## src/rtl/relay_image_seq.sv

```systemverilog
// Relay image holder: host bytes go to a shadow register, commit applies them break-before-make
// into the serializer data word. Define RLY_WDOG_EN to add the idle watchdog and wdog_trip port.
module relay_image_seq #(
  parameter int WIDTH         = 16,
  parameter int SETTLE_CYCLES = 1000
`ifdef RLY_WDOG_EN
  ,
  parameter int WDOG_CYCLES   = 2**24
`endif
) (
  input  logic                                           clk,
  input  logic                                           reset,
  input  logic                                           wr_valid,
  output logic                                           wr_ready,
  input  logic [(WIDTH > 8 ? $clog2(WIDTH/8) : 1)-1:0]   wr_addr,
  input  logic [7:0]                                     wr_data,
  input  logic                                           commit,
  input  logic                                           rck,
  output logic [WIDTH-1:0]                               data_out,
  output logic [WIDTH-1:0]                               active,
  output logic                                           busy,
  output logic                                           done,
  output logic                                           commit_err
`ifdef RLY_WDOG_EN
  ,
  output logic                                           wdog_trip
`endif
);

  localparam int NBYTES = WIDTH / 8;
  localparam int SW     = $clog2(SETTLE_CYCLES + 1);

  typedef enum logic [2:0] {
    S_IDLE,
    S_BREAK,
    S_SETTLE,
    S_MAKE,
    S_DONE
  } state_t;

  state_t           state, next_state;
  logic [WIDTH-1:0] shadow, shadow_nxt, target, new_target;
  logic             fresh;       // first cycle in the current state
  logic             frame_cnt;   // one counted rck already seen in BREAK/MAKE
  logic [SW-1:0]    settle_cnt;
  logic             counted;
  logic             trip;

`ifdef RLY_WDOG_EN
  logic [23:0]      idle_cnt;
`endif

  always_comb begin
    // NOTE: every variable gets a default before any branch, so no latch is inferred.
    next_state = state;
    shadow_nxt = shadow;
    trip       = 1'b0;
    counted    = rck && !fresh;   // an rck in the entry cycle may close a frame of the old word

    if (state == S_IDLE && wr_valid && int'(wr_addr) < NBYTES)
      shadow_nxt[8*wr_addr +: 8] = wr_data;

`ifdef RLY_WDOG_EN
    trip = (state == S_IDLE) && !commit && (idle_cnt == 24'(WDOG_CYCLES - 1));
    if (trip) shadow_nxt = '0;
`endif

    new_target = shadow_nxt;

    case (state)
      S_IDLE:   if (commit || trip)
                  next_state = ((active & ~new_target) != '0) ? S_BREAK : S_MAKE;
      S_BREAK:  if (counted && frame_cnt) next_state = S_SETTLE;
      S_SETTLE: if (settle_cnt == '0) next_state = S_MAKE;
      S_MAKE:   if (counted && frame_cnt) next_state = S_DONE;
      S_DONE:   next_state = S_IDLE;
      default:  next_state = S_IDLE;
    endcase
  end

  assign wr_ready   = (state == S_IDLE);
  assign busy       = (state != S_IDLE);
  assign done       = (state == S_DONE);
  assign commit_err = commit && busy;

  // NOTE: sequential state uses non-blocking assignments so all registers update together.
  always_ff @(posedge clk or posedge reset) begin
    if (reset) begin
      state      <= S_IDLE;
      fresh      <= 1'b0;
      frame_cnt  <= 1'b0;
      settle_cnt <= '0;
      shadow     <= '0;
      target     <= '0;
      active     <= '0;
      data_out   <= '0;
    end else begin
      state  <= next_state;
      fresh  <= (next_state != state);
      shadow <= shadow_nxt;

      if (state == S_IDLE && (commit || trip)) target <= new_target;
      if (state == S_DONE) active <= target;

      if (next_state != state)
        frame_cnt <= 1'b0;
      else if (counted && (state == S_BREAK || state == S_MAKE))
        frame_cnt <= 1'b1;

      if (next_state == S_SETTLE && state != S_SETTLE)
        settle_cnt <= SW'(SETTLE_CYCLES - 1);
      else if (state == S_SETTLE && settle_cnt != '0)
        settle_cnt <= settle_cnt - 1'b1;

      // Word follows the state one cycle late and is held through SETTLE and DONE.
      case (state)
        S_IDLE:  data_out <= active;
        S_BREAK: data_out <= active & target;
        S_MAKE:  data_out <= target;
        default: ;
      endcase
    end
  end

`ifdef RLY_WDOG_EN
  always_ff @(posedge clk or posedge reset) begin
    if (reset)
      idle_cnt <= '0;
    else if (state != S_IDLE || commit || trip)
      idle_cnt <= '0;
    else
      idle_cnt <= idle_cnt + 1'b1;
  end

  assign wdog_trip = trip;
`endif

endmodule

```

## config.mk

```make
export PLATFORM = sky130hd
export DESIGN_NAME = relay_image_seq
export DESIGN_NICKNAME = d
export VERILOG_FILES = /design/src/rtl/relay_image_seq.sv
export SDC_FILE = /design/constraint.sdc
export NUM_CORES = 1
export LEC_CHECK = 0
export CORE_MARGIN = 3
export CORE_UTILIZATION = 35
export CTS_BUF_LIST = sky130_fd_sc_hd__clkbuf_8
export CTS_CLUSTER_SIZE = 12
export DETAILED_ROUTE_END_ITERATION = 10
export HOLD_SLACK_MARGIN = 0.08
export MAX_ROUTING_LAYER = met4
export RECOVER_POWER = 100
export SKIP_CTS_REPAIR_TIMING = 1
export SYNTH_ARGS = -nofsm -noshare
export SYNTH_HDL_FRONTEND = slang
export SYNTH_SLANG_ARGS = --single-unit
```

## constraint.sdc

```tcl
create_clock -name clk -period 6.55 [get_ports clk]
set_clock_uncertainty 0.15 [all_clocks]
set_input_delay 0.655 -clock clk [delete_from_list [all_inputs] [get_ports clk]]
set_output_delay 0.655 -clock clk [all_outputs]
set_load 0.02 [all_outputs]
```

==> results.ini <==
[route]
drtPass1Iterations=4
detail_route.vias_per_cell=5.02
post_drt_wl_per_cell_um=16.3
drt_iter0_markers=120
drt-total-wl_um=8070
drc_errors=0
antenna_left=0
vias=2482

[finish]
fin_nets=376
mostFrequentLayoutCell=dfrtp_1
antenna_cells=0
final_cell_mix=dfrtp_1 (79), dlygate4sd3_1 (38), nor2_1 (30), a21oi_1 (26), mux2_2 (24)
drive_above_1_share=0.121
areaGrowthSynthToFinish_pct=23.3
final.fill_count=954

[sta]
worst_pin_slew_ns=1.17
relSlewSlack=0.221
finalCritPeriodShare=0.488
hold_viol_final=0
max_freq_ghz=0.313
fin_tns_setup_ns=0
fin_crit_ns=3.19
rsz0062_at_grt=false
setup-violations-final=0
report.final.slew_viol_count=0

[floorplanning]
die_y_um=105
design.core.area_um2=9420
die_area_um2=11100
dieWidth_um=105
start_util=0.365
num_rows=35
io_pins=50

[worst_setup_path]
worstRegToRegCells=6
required_ns=5.74
criticalPathCategory=reg -> out
worst_setup_path_start_kind=flip-flop
critical_path.endpoint_type=output pin
crit_arrival_ns=2.39
crit_fanout=27

[worst_hold_path]
holdPathStages=2
hold_class=reg -> reg

[place]
port_buffers=49
place_congestion=0.804
hpwl_um=5380

[synthesis]
async_flop_share=1.00
yosys.cell_types.count=45
syn-cell-area_um2=3440
synth-main-ff-cell=dfrtp_1
synth_fp_nets=327
synthCells=312
synth-seq-cells=79
synth_edf_count=0
yosysSeqAreaShare=0.575
synth_area_per_cell_um2=11.0
yosys_warnings=0

[clock_tree]
clk_latency_ns=0.35
path_clk_slew_ns=0.08
cts_buffers=9
clk_path_buf_depth=2
cts_htree_levels=3
cts.sinks=79
root_buffer=clkbuf_8
cts_tree=built

[power_and_ir_drop]
p_leak_nw=1.90
power.density_nw_per_um2=494
fin_total_pwr_mw=2.10
peakVddDrop_uv=185

[global_route]
antenna_found_initial=0
grt_pass1_wl_um=13600
grt_pass1_vias=2538
grt_use_total=0.161
overflow=0
grt_max_degree=80

[run_status]
status=finished, final reports clean

[job]
max-cap-violations=0

==> where the power goes <==
group | switching, mW | internal, mW | total, mW
registers | 0.183 | 0.702 | 0.885
clock network | 0.174 | 0.248 | 0.422
logic | 0.422 | 0.367 | 0.789
total | 0.779 | 1.32 | 2.10
==> Yosys cell counts (4+ instances only) <==
cell type,number,share of area
and3_1,4,0.0073
nor3_1,4,0.0058
o22ai_1,23,0.042
xor2_1,4,0.010
mux2_2,28,0.092
a21oi_1,26,0.038
inv_1,21,0.023
nor2b_1,4,0.0073
nand2_1,16,0.017
mux2i_1,6,0.017
clkbuf_1,9,0.0098
nor2_1,30,0.033
o21ai_0,14,0.020
dfrtp_1,79,0.57
buf_2,4,0.0058
xnor2_1,4,0.010
==> final timing paths <==
| kind | startpoint | to | slack [ns] |
|---|---|---|---|
| max in group asynchronous | reset | data_out[15] | 4.65 |
| setup reg to reg | state[1] | settle_cnt[7] | 3.63 |
| setup / recovery | state[1] | commit_err | 3.36 |
| min in group asynchronous | reset | active[9] | 0.94 |
| hold / removal | shadow[6] | shadow[6] | 0.37 |
| hold reg to reg | shadow[6] | shadow[6] | 0.37 |
==> flip-flops by register name, indices dropped and copies added (netlist names) <==
name and cells:
active 16, target 16, fresh 1, settle_cnt 10
data_out 16, frame_cnt 1, state 3, shadow 16
==> area by class of cell <==
cell class | instances | area, um2 | share of cell area
multi-input cells | 195 | 1280 | 0.301
clock inverters | 6 | 103 | 0.0242
inverters | 23 | 87.6 | 0.0206
well taps | 129 | 161 | 0.0380
repair buffers | 53 | 513 | 0.121
clock buffers | 9 | 124 | 0.0292
flip-flops and latches | 79 | 1980 | 0.466
==> through the flow <==
stage	hold WS (ns)	util	cells	setup WS [ns]	cell area [um2]
floorplan	0.315	-	312	3.72	3440
global placement	0.334	0.431	479	3.52	4060
detailed placement	0.349	0.431	479	3.45	4060
CTS	0.370	0.455	494	3.34	4290
global route	0.386	0.451	494	3.17	4240
finish	0.365	0.451	494	3.36	4240
==> critical path, stage by stage (launching register included) <==
cell and delay, ns:
dfrtp_1 0.99, nor3_1 0.22, nor2b_1 0.15, dlygate4sd3_1 0.68
==> cells by family (layout without fill, tap and decap cells) <==
family | count (synthesis) | after routing | share of synthesized area
flops | 79 | 79 | 0.575
mux | 34 | 34 | 0.109
xor+xnor | 8 | 8 | 0.0204
fa+ha+maj | 1 | 1 | 0.00364
simple gates | 76 | 76 | 0.113
compound gates | 76 | 76 | 0.135
buf+inv | 38 | 91 | 0.0440
==> routing by layer <==
| layer | wire length, um | GRT usage | up-vias |
|---|---|---|---|
| met5 | 0 | - | - |
| met4 | 65 | 0.0337 | 0 |
| met3 | 361 | 0.0469 | 9 |
| met2 | 3820 | 0.238 | 51 |
| met1 | 3820 | 0.220 | 1226 |
| li1 | - | - | 1196 |
Note: power is estimated with default switching activity, not from simulation.
